===== src/rtl/crtc_timing.sv =====
// crtc_timing: 6845-class CRTC producing HSYNC/VSYNC, display enable, memory and raster address
// on the character-clock enable, with a select/write register port.
module crtc_timing (
    input  logic        clk,
    input  logic        reset,
    input  logic        cclk_en,
    input  logic        cs,
    input  logic        rs,
    input  logic        wr,
    input  logic [7:0]  din,
    output logic        HSYNC,
    output logic        VSYNC,
    output logic        DE,
    output logic [13:0] MA,
    output logic [4:0]  RA
);
    typedef enum logic {NORMAL, ADJUST} state_t;

    logic [4:0]  addr_q;
    logic [7:0]  r0_q, r1_q, r2_q, r3_q, r13_q;
    logic [6:0]  r4_q, r6_q, r7_q;
    logic [4:0]  r5_q, r9_q;
    logic [5:0]  r12_q;

    state_t      state_q, state_d;
    logic [7:0]  hcc_q, hcc_d;
    logic [4:0]  rcc_q, rcc_d, vac_q, vac_d;
    logic [6:0]  vcc_q, vcc_d;
    logic [13:0] ma_row_q, ma_row_d, ma_next_q, ma_next_d;
    logic        hdisp_q, hdisp_d, vdisp_q, vdisp_d, vs_q, vs_d;
    logic [3:0]  hsw_q, hsw_d, vcnt_q, vcnt_d;
    logic        hsync_d, vsync_d, de_d;
    logic [13:0] ma_d;
    logic        line_end, row_last, row_start, frame_start;
    logic        hs_start, vs_start, vs_now, hdisp_now, vdisp_now;
    logic [3:0]  vcnt_cur;

    always_ff @(posedge clk) begin
        if (reset) begin
            addr_q <= '0;
            r0_q   <= '0;
            r1_q   <= '0;
            r2_q   <= '0;
            r3_q   <= '0;
            r4_q   <= '0;
            r5_q   <= '0;
            r6_q   <= '0;
            r7_q   <= '0;
            r9_q   <= '0;
            r12_q  <= '0;
            r13_q  <= '0;
        end else if (cs && wr) begin
            if (!rs) addr_q <= din[4:0];
            else begin
                case (addr_q)
                    5'd0:  r0_q  <= din;
                    5'd1:  r1_q  <= din;
                    5'd2:  r2_q  <= din;
                    5'd3:  r3_q  <= din;
                    5'd4:  r4_q  <= din[6:0];
                    5'd5:  r5_q  <= din[4:0];
                    5'd6:  r6_q  <= din[6:0];
                    5'd7:  r7_q  <= din[6:0];
                    5'd9:  r9_q  <= din[4:0];
                    5'd12: r12_q <= din[5:0];
                    5'd13: r13_q <= din;
                    default: ;
                endcase
            end
        end
    end

    // Counters hold the character shown at the next enable; vdisp starts set so a fresh run opens a frame.
    always_ff @(posedge clk) begin
        if (reset) begin
            state_q   <= NORMAL;
            hcc_q     <= '0;
            rcc_q     <= '0;
            vcc_q     <= '0;
            vac_q     <= '0;
            ma_row_q  <= '0;
            ma_next_q <= '0;
            hdisp_q   <= 1'b0;
            vdisp_q   <= 1'b1;
            vs_q      <= 1'b0;
            hsw_q     <= '0;
            vcnt_q    <= '0;
            HSYNC     <= 1'b0;
            VSYNC     <= 1'b0;
            DE        <= 1'b0;
            MA        <= '0;
            RA        <= '0;
        end else if (cclk_en) begin
            state_q   <= state_d;
            hcc_q     <= hcc_d;
            rcc_q     <= rcc_d;
            vcc_q     <= vcc_d;
            vac_q     <= vac_d;
            ma_row_q  <= ma_row_d;
            ma_next_q <= ma_next_d;
            hdisp_q   <= hdisp_d;
            vdisp_q   <= vdisp_d;
            vs_q      <= vs_d;
            hsw_q     <= hsw_d;
            vcnt_q    <= vcnt_d;
            HSYNC     <= hsync_d;
            VSYNC     <= vsync_d;
            DE        <= de_d;
            MA        <= ma_d;
            RA        <= rcc_q;
        end
    end

    always_comb begin
        line_end    = hcc_q == r0_q;
        row_last    = rcc_q == r9_q;
        hcc_d       = line_end ? 8'd0 : hcc_q + 8'd1;
        ma_next_d   = (hcc_q == r1_q && row_last) ? ma_row_q + 14'(r1_q) : ma_next_q;
        state_d     = state_q;
        rcc_d       = rcc_q;
        vcc_d       = vcc_q;
        vac_d       = vac_q;
        ma_row_d    = ma_row_q;
        frame_start = 1'b0;
        if (line_end) begin
            if (state_q == ADJUST) begin
                if (vac_q == r5_q - 5'd1) frame_start = 1'b1;
                else begin
                    vac_d = vac_q + 5'd1;
                    rcc_d = rcc_q + 5'd1;
                end
            end else if (!row_last) rcc_d = rcc_q + 5'd1;
            else if (vcc_q != r4_q) begin
                rcc_d    = '0;
                vcc_d    = vcc_q + 7'd1;
                ma_row_d = ma_next_d;
            end else if (r5_q == '0) frame_start = 1'b1;
            else begin
                state_d  = ADJUST;
                vac_d    = '0;
                rcc_d    = rcc_q + 5'd1;
                ma_row_d = ma_next_d;
            end
        end
        if (frame_start) begin
            state_d  = NORMAL;
            rcc_d    = '0;
            vcc_d    = '0;
            ma_row_d = {r12_q, r13_q};
        end
    end

    always_comb begin
        row_start = hcc_q == 8'd0 && rcc_q == 5'd0 && state_q == NORMAL;
        hdisp_now = hcc_q == r1_q ? 1'b0 : hcc_q == 8'd0 ? 1'b1 : hdisp_q;
        vdisp_now = (row_start && vcc_q == r6_q) ? 1'b0 : vdisp_q;
        hs_start  = hcc_q == r2_q && r3_q[3:0] != 4'd0 && hsw_q == 4'd0;
        hsw_d     = hs_start ? r3_q[3:0] - 4'd1 : hsw_q != 4'd0 ? hsw_q - 4'd1 : 4'd0;
        vs_start  = row_start && vcc_q == r7_q && !vs_q;
        vs_now    = vs_q || vs_start;
        vcnt_cur  = vs_start ? 4'd0 : vcnt_q;
        vs_d      = vs_now && !(line_end && vcnt_cur == r3_q[7:4] - 4'd1);
        vcnt_d    = (vs_now && line_end) ? vcnt_cur + 4'd1 : vcnt_cur;
        hdisp_d   = hdisp_now;
        vdisp_d   = frame_start ? 1'b1 : vdisp_now;
        hsync_d   = hs_start || hsw_q != 4'd0;
        vsync_d   = vs_now;
        de_d      = hdisp_now && vdisp_now;
        ma_d      = ma_row_q + 14'(hcc_q);
    end
endmodule

===== config.mk =====
export PLATFORM = sky130hd
export DESIGN_NAME = crtc_timing
export DESIGN_NICKNAME = d
export VERILOG_FILES = /design/src/rtl/crtc_timing.sv
export SDC_FILE = /design/constraint.sdc
export NUM_CORES = 1
export LEC_CHECK = 0
export ABC_AREA = 1
export ABC_CLOCK_PERIOD_IN_PS = 2700
export BUFFER_PORTS_ARGS = -buffer_cell sky130_fd_sc_hd__buf_2
export CAP_MARGIN = 40
export CORE_ASPECT_RATIO = 1.2
export CORE_UTILIZATION = 64
export CTS_BUF_LIST = sky130_fd_sc_hd__clkbuf_2
export CTS_CLUSTER_DIAMETER = 30
export DETAILED_ROUTE_END_ITERATION = 8
export PLACE_DENSITY = 0.84
export REMOVE_ABC_BUFFERS = 1
export SLEW_MARGIN = 20
export SYNTH_ARGS = -nofsm -noshare
export SYNTH_HDL_FRONTEND = slang
export SYNTH_SLANG_ARGS = --single-unit
export TNS_END_PERCENT = 50

===== constraint.sdc =====
create_clock -name clk -period 2.7 [get_ports clk]
set_clock_uncertainty 0.15 [all_clocks]
set_input_delay 0.675 -clock clk [delete_from_list [all_inputs] [get_ports clk]]
set_output_delay 0.675 -clock clk [all_outputs]
set_load 0.05 [all_outputs]

## Yosys cells after proc, flatten, opt, wreduce, memory -nomap -nowiden

Index checks and enable logic that the tools add are counted.

| storage, ports and cells | value |
|---|---|
| bits in registers | 169 |
| output and inout port bits | 22 |
| logic and storage cells | 158 |

| operators by class | value |
|---|---|
| $add $sub $neg | 11 |
| equal/unequal tests | 26 |
| mux-type cells | 45 |
| bitwise gates (word level) | 2 |
| reductions and logical operators | 45 |

Operators with widths:

| cell | count |
|---|---|
| 14-bit two-way mux | 7 |
| 5-bit two-way mux | 12 |
| 7-bit two-way mux | 5 |
| 3-bit AND reduction | 11 |
| 14-bit by 8-bit adder with 14-bit output | 2 |
| 8-bit equality test | 3 |
| 5-bit by 3-bit equality test with 1-bit output, second input constant | 4 |
| 1-bit two-way mux | 16 |
| 4-bit two-way mux | 4 |
| 5-bit by 4-bit equality test with 1-bit output, second input constant | 3 |
| 5-bit logical NOT | 3 |
| 7-bit equality test | 2 |
| 1-bit logical AND | 13 |
| 4-bit by 1-bit subtractor with 4-bit output, second input constant | 3 |
| 5-bit by 1-bit adder with 5-bit output, second input constant | 2 |
| 5-bit by 2-bit equality test with 1-bit output, second input constant | 2 |
| 5-bit equality test | 2 |
| 5-bit AND reduction | 2 |
| 8-bit by 1-bit adder with 8-bit output, second input constant | 1 |
| 8-bit logical NOT | 1 |
| 8-bit two-way mux | 1 |
| 2-bit nonzero test | 4 |
| 4-bit nonzero test | 2 |
| 7-bit by 1-bit adder with 7-bit output, second input constant | 1 |
| 16 further kinds | 23 |

## Depth between registers and ports, before layout

Gate-level depths: netlist of the first run.

| logic depth | value |
|---|---|
| depth after elaboration | 10 |
| depth in mapped cells | 17 |

## Worst setup path before layout of the first run

OpenSTA, ideal clock, no wires.

| timing | value |
|---|---|
| path type | flip-flop to flip-flop |
| from | reg hcc_q[1] |
| to | reg vcnt_q[1] |
| arrival time | 2,008 ps |
| data required time | 2,418 ps |
| slack | 409 ps |
| stages on the path, launching flop included | 14 |
| buffers on the path | 0 |
| period minus slack after synthesis | 2,291 ps |
| path through | dfxtp_1 > inv_1 > ha_1 > nor3b_1 > nand3_1 > nor2_1 > nand3_1 > nand2_1 > inv_1 > ha_1 > nand2_1 > o21ai_0 > nand2_1 > a21oi_1 |

| between the ends | value |
|---|---|
| longest elaborated chain between the ends | 8 |

Ends and longest elaborated chain:

| item | line | text |
|---|---|---|
| from (decl) | 26 | `logic [7:0] hcc_q, hcc_d;` |
| from (signal assigned) | 77 | `hcc_q <= '0;` |
| from (signal assigned) | 95 | `hcc_q <= hcc_d;` |
| 8-bit logical NOT | 154 | `row_start = hcc_q == 8'd0 && rcc_q == 5'd0 && state_q == NORMAL;` |
| 1-bit logical AND (2 in series) | 154 |  |
| 1-bit logical AND (2 in series) | 159 | `vs_start = row_start && vcc_q == r7_q && !vs_q;` |
| 4-bit two-way mux / 1-bit logical OR (equally long branches) | 161, 160 |  |
| 4-bit by 1-bit adder with 4-bit output / 1-bit logical AND (equally long branches) | 163 | `vcnt_d = (vs_now && line_end) ? vcnt_cur + 4'd1 : vcnt_cur;` |
| 4-bit two-way mux * | 163 |  |
| to (signal assigned) | 105 | `vcnt_q <= vcnt_d;` |
| to (decl) | 31 | `logic [3:0] hsw_q, hsw_d, vcnt_q, vcnt_d;` |

Every way passes the cells marked *; elsewhere a longest branch is shown, timed or not.
A chain may end at the register's enable or synchronous reset.

## Worst setup path in the final report of the first run

| timing | value |
|---|---|
| from | reg r5_q[0] |
| to | reg ma_row_q[4] |

| between the ends | value |
|---|---|
| longest elaborated chain between the ends | 8 |

Ends and longest elaborated chain:

| item | line | text |
|---|---|---|
| from (decl) | 22 | `logic [4:0] r5_q, r9_q;` |
| from (signal assigned) | 61 | `5'd5: r5_q <= din[4:0];` |
| branches (longest 8 deep; another with 5-bit by 1-bit subtractor with 5-bit output) | n/a |  |
| to (signal assigned) | 99 | `ma_row_q <= ma_row_d;` |
| to (decl) | 29 | `logic [13:0] ma_row_q, ma_row_d, ma_next_q, ma_next_d;` |

Several ways; the timed one is not identified.

==> metrics.md, run 1 <==
| Metric | Value |
|---|---|
| Status | finished clean |
| Flop and latch count out of synthesis | about 170 |
| Final hold violations | 0 |
| Largest net degree at the start of global routing | 57 |
| Number of global-route vias before repair | roughly 7.5k |
| CTS root buf | clkbuf_2 |
| Pleak | between 4 and 5 nW |
| Starting Density | 0.663 |
| Area contributors post-synth | dfxtp_1, nand2_1, o21ai_0 |
| Final GP Congestion | 0.956 |
| Max Slew Vio Count | 0 |
| Tcrit/Tclk final | 0.922 |
| CTS Buffer Depth | 2 |
| CTS buffer count | 17 |
| Total power per unit cell area | 571 mW/mm² |
| CTS H-tree lvls | 4 |
| Worst R2R Start | r5_q[0] |
| Die extent in y | 131 µm |
| # rows | 46 |
| Final Setup Violations | 0 |
| Number of port buffers | 35 |
| # resized after CTS | 0 |
| Setup ws final | ~210 ps |
| Post-Synth XOR/XNOR Area | 0.0633 |
| Largest family of logic cells by synthesized area | simple AND/OR/NAND/NOR gates |
| Layout cell share with drive strength beyond 1 | 0.104 |
| RSZ-0062 raised after global routing | false |
| Post-place setup slack | 211 ps |
| Yosys warnings | 0 |
| IO Count | 36 |
| Critical path capture point type | register |
| Hold_sp | din[3] |
| Synth area leader | dfxtp_1 |
| Drt first pass iters | 5 |
| Grt total ovfl | 0 |
| Compound-Gate Fraction of Synth Area | 0.175 |
| Post-CTS Hold Buffers | 0 |
| Worst-Margin Slew | 724 ps |
| Placed Area | between 0.009 and 0.01 mm² |
| Hold Crit Depth | 3 |
| Initial DRC count | 488 |
| Tot GR Track Use | 0.320 |
| Design Power | 5.41 mW |
| Total number of vias | 8,254 |
| CTS tree | built |
| Reg-to-Reg End | ma_row_q[4] |
| Syn_area_per_cell | 6.95 µm² |
| Initial antenna violation count | 1 |
| Cells after Synth | 1,273 |
| Fin crit period | 2490 ps |
| Fill cell count | 1,152 |
| Die area | between 0.01 and 0.015 mm² |
| Slew margin rel. | 0.517 |
| First-pass GRT wire length | 35,200 µm |
| Post-Synth Simple-Gate Area | 0.246 |
| Critical path class | register to register |
| Routed WL | 21,700 µm |
| WL/cell | 14.6 µm |
| Post-synthesis mux area share | 0 |
| Largest registers | MA x14, ma_next_q x14, ma_row_q x14 |
| Reg-to-reg setup timing slack | 210 ps |
| Final instance area | between 0.009 and 0.01 mm² |
| DRC Markers | 0 |
| Hold Path Class | primary input to register |
| Register area share after synthesis | 0.382 |
| Hold worst-path end | r12_q[3] |
| Clk sinks | 169 |
| Die W | 109 µm |
| Synth Cell Area | 0.00885 mm² |
| Distinct cell type count after synthesis | 39 |
| Final Hold Slack | about 37 ps |
| Crit path launch | r5_q[0] |
| Routed Antenna Nets | 0 |
| Clock transition at the registers of the reported paths | 220 ps |
| Worst Path Required | roughly 3200 ps |
| Clock Latency Late Sink | 770 ps |
| Synthesized-area fraction occupied by adder cells | 0.0413 |
| Critical path startpoint category | register |
| Critical Path AT | 3020 ps |
| Yosys top cell area share | 0.382 |
| Max VDD drop | 0.000393 V |
| DP Wirelength | between 15,000 and 20,000 µm |
| Max_cap viols | 0 |
| Max Fclk | 0.402 GHz |
| DR vias/cell | about 5.6 |
| Core area | 0.0134 mm² |
| Area growth, synth to finish | 7.02% |
| Cells on worst reg2reg path | 12 |
| Final #Nets | 1,344 |
| CP max FO | 10 |
| Post-CTS setup buffers | 0 |
## Yosys cell counts (all sizes together)
library cell and n:
a211oi 1, a21oi 135, a31oi 3, buf 23
clkbuf 34, dfxtp 169, fa 2, ha 26
inv 150, nand2 230, nand3 62, nand3b 2
nand4 14, nor2 162, nor3 18, nor3b 2
nor4 4, o2111ai 1, o211ai 8, o21a 1
o21ai 149, o21bai 1, o221ai 2, or2 10
xnor2 28, xor2 36
## per-stage QoR
stage / instances / util / setup TNS (ps)
after floorplan: 1216 / - / -410
after global placement: 1450 / 0.692 / 0
after detailed placement: 1450 / 0.692 / 0
after CTS: 1479 / 0.707 / 0
after global routing: 1481 / 0.710 / 0
final: 1481 / 0.710 / 0
## layer usage
| metal | GRT usage | wire (µm) | vias to the layer above |
|---|---|---|---|
| li1 | - | - | 4181 |
| met1 | 0.379 | 9070 | 3796 |
| met2 | 0.562 | 10900 | 227 |
| met3 | 0.0551 | 1030 | 50 |
| met4 | 0.150 | 715 | 0 |
| met5 | 0 | 0 | - |
## layout by cell type, fill, tap and decap left out, drive strengths merged, types with 2 or more instances in the layout
| cell type | synthesis | routed |
|---|---|---|
| a21oi | 135 | 135 |
| a31oi | 3 | 3 |
| buf | 23 | 66 |
| bufinv | 0 | 2 |
| clkbuf | 34 | 18 |
| clkinv | 0 | 7 |
| clkinvlp | 0 | 2 |
| dfxtp | 169 | 169 |
| fa | 2 | 2 |
| ha | 26 | 26 |
| inv | 150 | 150 |
| nand2 | 230 | 230 |
| nand3 | 62 | 63 |
| nand3b | 2 | 2 |
| nand4 | 14 | 14 |
| nor2 | 162 | 162 |
| nor3 | 18 | 18 |
| nor3b | 2 | 2 |
| nor4 | 4 | 4 |
| o211ai | 8 | 8 |
| o21ai | 149 | 149 |
| o221ai | 2 | 2 |
| or2 | 10 | 10 |
| xnor2 | 28 | 28 |
| xor2 | 36 | 36 |
## critical path, stage by stage (launching register included)
cell	delay, ps
dfxtp_1	430
inv_1	60
ha_1	300
xor2_1	130
nand2_1	70
nor2_1	100
nand3_1	90
nand2_1	150
nand2_1	90
inv_1	280
nand3_2	300
nor2_1	200
nor2_1	60
## report_power, final
part	switching (mW)	internal, mW
clock	0.842	0.399
combinational	0.992	0.431
sequential	0.109	2.63
total	1.94	3.46
## cell type report
| type | instances | area, µm² | share of cell area |
|---|---|---|---|
| antenna | 1 | 2.50 | 0.000264 |
| sequential | 169 | 3380 | 0.357 |
| tap | 168 | 210 | 0.0222 |
| multi-input combinational | 898 | 4700 | 0.496 |
| inverter | 150 | 563 | 0.0594 |
| clock buffer | 18 | 90.1 | 0.00951 |
| timing repair buffer | 66 | 420 | 0.0444 |
| clock inverter | 11 | 109 | 0.0115 |
## cell families (layout without fill, tap and decap cells)
kind of cell	count (synthesis)	count (layout)
XOR/XNOR	64	64
flip-flops	169	169
AO/OA/AOI/OAI	301	301
AND/OR/NAND/NOR	504	505
buffers and inverters	207	245
adder cells (fa/ha/maj)	28	28
other	0	1
## worst max path at each step
stage,endpoint,slack [ps]
6_report,ma_row_q[4],210
4_1_cts,ma_row_q[6],200
5_1_grt,ma_row_q[0],4
3_3_place_gp,vcnt_q[1],260
3_5_place_dp,MA[13],210
2_1_floorplan,hcc_q[1],-130
(Power assumes the default switching activity.)
==> run 2, diff against run 1 <==
==> constraint.sdc (replaced) <==
create_clock -name clk -period 2.7 [get_ports clk]
set_clock_uncertainty 0.15 [all_clocks]
set_input_delay 0.405 -clock clk [delete_from_list [all_inputs] [get_ports clk]]
set_output_delay 0.405 -clock clk [all_outputs]
set_load 0.05 [all_outputs]
==> run 2 against run 1 <==
Net effect:
- sequential power about the same
- clock power about the same
- flip-flop and latch count unchanged
- fmax increased by 1.4%
- die area unchanged
- non-clock buffer count increased by 13
- first-iteration DRC count increased by 22%
- global-route usage increased by 0.41 points
- critical path type unchanged
==> metrics.md, run 2 (synthesized netlist as in run 1, its figures left out) <==
| Metric | Value |
|---|---|
| Status | finished clean |
| Max Fclk | 0.407 GHz |
| Total number of vias | 8,357 |
| Fill cell count | 1,139 |
| Initial DRC count | 594 |
| Final instance area | ~0.0096 mm² |
| Routed Antenna Nets | 0 |
| Die extent in y | 131 µm |
| Routed WL | 21,900 µm |
| DP Wirelength | 15,100 µm |
| Die area | roughly 0.014 mm² |
| Drt first pass iters | 6 |
| Setup TNS | 0 ps |
| Final non-filler cell total | 1,496 |
| Critical path startpoint category | register |
| Post-CTS setup buffers | 0 |
| Die W | 109 µm |
| Placed Area | 0.00926 mm² |
| Clock Latency Late Sink | 790 ps |
| Grt total ovfl | 0 |
| RSZ-0062 raised after global routing | false |
| Worst Path Buf+Inv | 1 |
| Largest net degree at the start of global routing | 80 |
| Core area | 0.0134 mm² |
| DRC Markers | 0 |
| Clock transition at the registers of the reported paths | between 200 and 250 ps |
| Final hold violations | 0 |
| Number of port buffers | 35 |
| Worst-Margin Slew | 678 ps |
| Largest registers | MA x14, ma_next_q x14, ma_row_q x14 |
| Number of global-route vias before repair | around 7.6k |
| Final GP Congestion | 0.914 |
| CTS Buffer Depth | 2 |
| Worst Path Required | 3260 ps |
| Placed Cells | 1,450 |
| Max_cap viols | 0 |
| Area growth, synth to finish | 8.38% |
| Critical path capture point type | register |
| Tot GR Track Use | 0.324 |
| Core Util, Final | 0.719 |
| Most frequent CP cell | a21oi_1 |
| CTS H-tree lvls | 4 |
| CTS tree | built |
| Layout cell share with drive strength beyond 1 | 0.0980 |
| First-pass GRT wire length | between 30,000 and 40,000 µm |
| Tcrit/Tclk final | 0.910 |
| Total power per unit cell area | 564 mW/mm² |
| Sequential cell area | between 0.003 and 0.004 mm² |
| Initial antenna violation count | 1 |
| Critical path class | register to register |
| CP max FO | 7 |
| Slew margin rel. | 0.547 |
| WL/cell | 14.6 µm |
| CTS buffer count | 17 |
| Final #Nets | 1,356 |
| Final Setup Violations | 0 |
| Area of the multi-input gates | 0.00467 mm² |
| Commonest non-fill, non-tap cell in the layout | nand2_1 |
| Max Slew Vio Count | 0 |
| Max VDD drop | 0.000319 V |
| Critical Path AT | 3010 ps |
| Critical Path, Cell by Cell | ha_1 > nand3_1 > nand2_1 > a21oi_1 > o21ai_0 > nand2_1 > a21oi_1 > a21oi_1 > o21ai_0 > inv_1 |
| CP max stage delay | ~460 ps |
| IO Count | 36 |
| # rows | 46 |
| DR vias/cell | about 5.6 |
| Hold Path Class | primary input to register |
| Most frequent cells in the layout | nand2_1, dfxtp_1, nor2_1, o21ai_0, inv_1 |
| Pleak | between 4 and 5 nW |
| Clk sinks | 169 |
| Fin crit period | 2460 ps |
| CTS root buf | clkbuf_2 |
| Slowest cell on crit path | dfxtp_1 |
| Cell family with most CP delay | compound AO/OA/AOI/OAI gates |
| Starting Density | 0.663 |
## run 2: worst register-to-register path, delay by kind of cell (launching register included)
| kind | cells | cell delay (ps) |
|---|---|---|
| adders and majority gates | 1 | 410 |
| AOI/OAI and AO/OA | 5 | 1040 |
| DFF | 1 | 460 |
| buffers and inverters | 1 | 50 |
| and+or+nand+nor | 3 | 300 |
## run 2: per-layer routing
layer	part of all wire	global-route usage	up-vias	routed length, µm
li1	-	-	4203	-
met5	0	0	-	0
met2	0.49	0.558	250	10800
met1	0.42	0.385	3836	9180
met4	0.038	0.176	0	841
met3	0.050	0.0526	68	1090
## run 2: final timing paths
kind | cells after the start | startpoint | to | slack, ps
setup reg to reg | 10 | hcc_q[2] | MA[13] | 240
hold reg to reg | 2 | r12_q[4] | r12_q[4] | 320
setup / recovery | 10 | hcc_q[2] | MA[13] | 240
hold / removal | 4 | din[4] | r12_q[4] | 290
## run 2: area by class of cell
cell class / count / area share
antenna: 1 / 0.000261
clock buffer: 18 / 0.00939
clock inverter: 14 / 0.0112
inverter: 150 / 0.0589
multi-input combinational: 897 / 0.487
sequential: 169 / 0.353
tap: 168 / 0.0219
timing repair buffer: 79 / 0.0587
## run 2: report_power, final
part	internal, mW	switching [mW]	leakage, nW
combinational	0.465	0.985	3.07
sequential	2.63	0.114	1.37
clock	0.323	0.890	0.119
## run 2: per-stage QoR
step / hold slack, ps / total power, mW / setup WS, ps
after floorplan: 282 / 3.75 / 140
after global placement: 288 / 4.18 / 307
after detailed placement: 296 / 4.20 / 228
after CTS: 252 / 5.41 / 206
after global routing: 278 / 5.69 / 3.46
final: 291 / 5.41 / 244
## run 2: what timing repair did
item	in CTS	in global routing
hold buffers	13	0
gates resized for setup	0	4
setup endpoints to repair	0	10
endpoints found under the hold margin	66	0
==> run 3, diff against run 2 <==
--- a/config.mk
+++ b/config.mk
@@ -7,7 +7,7 @@
 export LEC_CHECK = 0
 export ABC_AREA = 1
 export ABC_CLOCK_PERIOD_IN_PS = 2700
-export BUFFER_PORTS_ARGS = -buffer_cell sky130_fd_sc_hd__buf_2
+export BUFFER_PORTS_ARGS = -buffer_cell sky130_fd_sc_hd__buf_4
 export CAP_MARGIN = 40
 export CORE_ASPECT_RATIO = 1.2
 export CORE_UTILIZATION = 64
==> run 3 against run 2 <==
Net effect:
- flip-flop and latch count unchanged
- routed wire length decreased by 2.2%
- global-route usage decreased by 0.82 points
- cell area increased by 0.86%
- setup slack got worse by 43 ps
- critical path type unchanged
- critical endpoint is now ma_row_q[12]
- largest cell class unchanged
- highest routed layer unchanged
==> metrics.md, run 3 (synthesized netlist as in run 1, its figures left out) <==
| Metric | Value |
|---|---|
| Status | finished clean |
| Slew margin rel. | 0.551 |
| Pleak | between 4 and 5 nW |
| Routed Antenna Nets | 0 |
| Met3 Use GR | 0.0506 |
| Total power per unit cell area | 554 mW/mm² |
| Largest registers | MA x14, ma_next_q x14, ma_row_q x14 |
| Flop pwr share | 0.513 |
| Worst-Margin Slew | 673 ps |
| WL/cell | 14.3 µm |
| Final #Nets | 1,358 |
| CTS tree | built |
| Max VDD drop | 0.000425 V |
| Clock transition at the registers of the reported paths | 220 ps |
| Worst Path Required | ~3200 ps |
| Max_cap viols | 0 |
| Initial DRC count | 456 |
| Tcrit/Tclk final | 0.926 |
| NetSw | 1.93 mW |
| Total number of vias | 8,285 |
| IO Count | 36 |
| Die area | 0.0143 mm² |
| Final hold violations | 0 |
| CTS root buf | clkbuf_2 |
| Number of global-route vias before repair | roughly 7.6k |
| Area growth, synth to finish | 9.31% |
| Die W | 109 µm |
| Core area | about 0.013 mm² |
| Layout cell share with drive strength beyond 1 | 0.103 |
| DRC Markers | 0 |
| DR vias/cell | between 5 and 6 |
| Max Slew Vio Count | 0 |
| Gate power share | 0.271 |
| Placed Area | 0.00935 mm² |
| Switching Fraction | 0.359 |
| Hold Path Class | register to register |
| Fin crit period | 2500 ps |
| Routed WL | 21,400 µm |
| Starting Density | 0.663 |
| Drt first pass iters | 5 |
| CTS buffer count | 17 |
| DP Wirelength | 15,300 µm |
| Max Fclk | 0.400 GHz |
| Met1 Use GR | 0.382 |
| Initial antenna violation count | 1 |
| Area of the multi-input gates | 0.00468 mm² |
| Critical path startpoint category | register |
| Critical path class | register to register |
| P_int | approximately 3.4 mW |
| Final Setup Violations | 0 |
| Final instance area | a little under 0.01 mm² |
| Sequential cell area | 0.00339 mm² |
| Die extent in y | 131 µm |
| GRT busiest layer | met2 |
| First-pass GRT wire length | 35,200 µm |
| CTS Buffer Depth | 2 |
| CTS H-tree lvls | 4 |
| # rows | 46 |
| Clk sinks | 169 |
| Commonest non-fill, non-tap cell in the layout | nand2_1 |
| Number of port buffers | 35 |
| Most frequent cells in the layout | nand2_1, dfxtp_1, nor2_1, o21ai_0, inv_1 |
| CP max FO | 5 |
| Tot GR Track Use | 0.316 |
| Post-CTS setup buffers | 0 |
| Critical Path AT | 3020 ps |
| Grt total ovfl | 0 |
| Fill cell count | 1,132 |
| Largest net degree at the start of global routing | 40 |
| RSZ-0062 raised after global routing | false |
| Met2 Usage GRT | 0.545 |
| Clock Latency Late Sink | 750 ps |
| Setup TNS | 0 ps |
| Clock network power share | 0.216 |
| Critical path capture point type | register |
| Final GP Congestion | a little over 0.9 |
run 3: changes by cell type in the layout (fill, tap and decap cells not counted), sizes merged:
cell,previous run,this run
clkinv,10,5
clkbuf,18,20
clkinvlp,2,5
buf,66,68
inv,151,149
run 3: critical path, cell delays in order (launching register included):
cell and delay (ps):
dfxtp_1 420, ha_1 220, inv_1 70, fa_1 400, o21ai_0 300, nand2_1 130
nand2_1 170, nand2_1 70, nand2_1 70, nand3_1 60, o21ai_0 120, nor2_1 80
nor3_2 150, nor2_1 50
run 3: what timing repair did:
action	CTS	global route
hold buffers	13	0
endpoints found under the setup margin	0	7
resized for setup	0	6
hold endpoints to repair	63	0
run 3: cell type report:
| type | instances | area share |
|---|---|---|
| Clock buffer | 20 | 0.0103 |
| Clock inverter | 10 | 0.00840 |
| Tap cell | 168 | 0.0217 |
| Multi-Input combinational cell | 897 | 0.483 |
| Timing Repair Buffer | 81 | 0.0675 |
| Sequential cell | 169 | 0.350 |
| Inverter | 150 | 0.0586 |
| Antenna cell | 1 | 0.000259 |
run 3: path summary, 6_finish.rpt:
check                                    end  cells past startpoint  slack, ps  startpoint
worst max-delay path            ma_row_q[12]                     13        200     r1_q[0]
worst min-delay path                r12_q[0]                      2        320    r12_q[0]
worst max register to register  ma_row_q[12]                     13        200     r1_q[0]
worst min register to register      r12_q[0]                      2        320    r12_q[0]
run 3: layer usage:
layer	up-vias	wire length (µm)
met2	193	10400
met3	56	809
met5	-	0
met1	3821	9370
met4	0	800
li1	4215	-
run 3: power by group through the flow:
stage / registers [mW] / clock network, mW / logic [mW]
floorplan: 2.86 / 0 / 0.887
global placement: 2.79 / 0 / 1.40
detailed placement: 2.80 / 0 / 1.42
CTS: 2.75 / 1.18 / 1.44
global route: 2.77 / 1.27 / 1.61
finish: 2.75 / 1.16 / 1.45
run 3: metrics by stage:
stage,hold slack [ps],power [mW],util,std cells,setup slack (ps)
global placement,289,4.19,0.700,1452,306
floorplan,282,3.75,-,1216,140
finish,322,5.36,0.725,1496,201
CTS,296,5.36,0.723,1495,204
detailed placement,298,4.21,0.700,1452,206
global route,339,5.65,0.725,1496,26.2
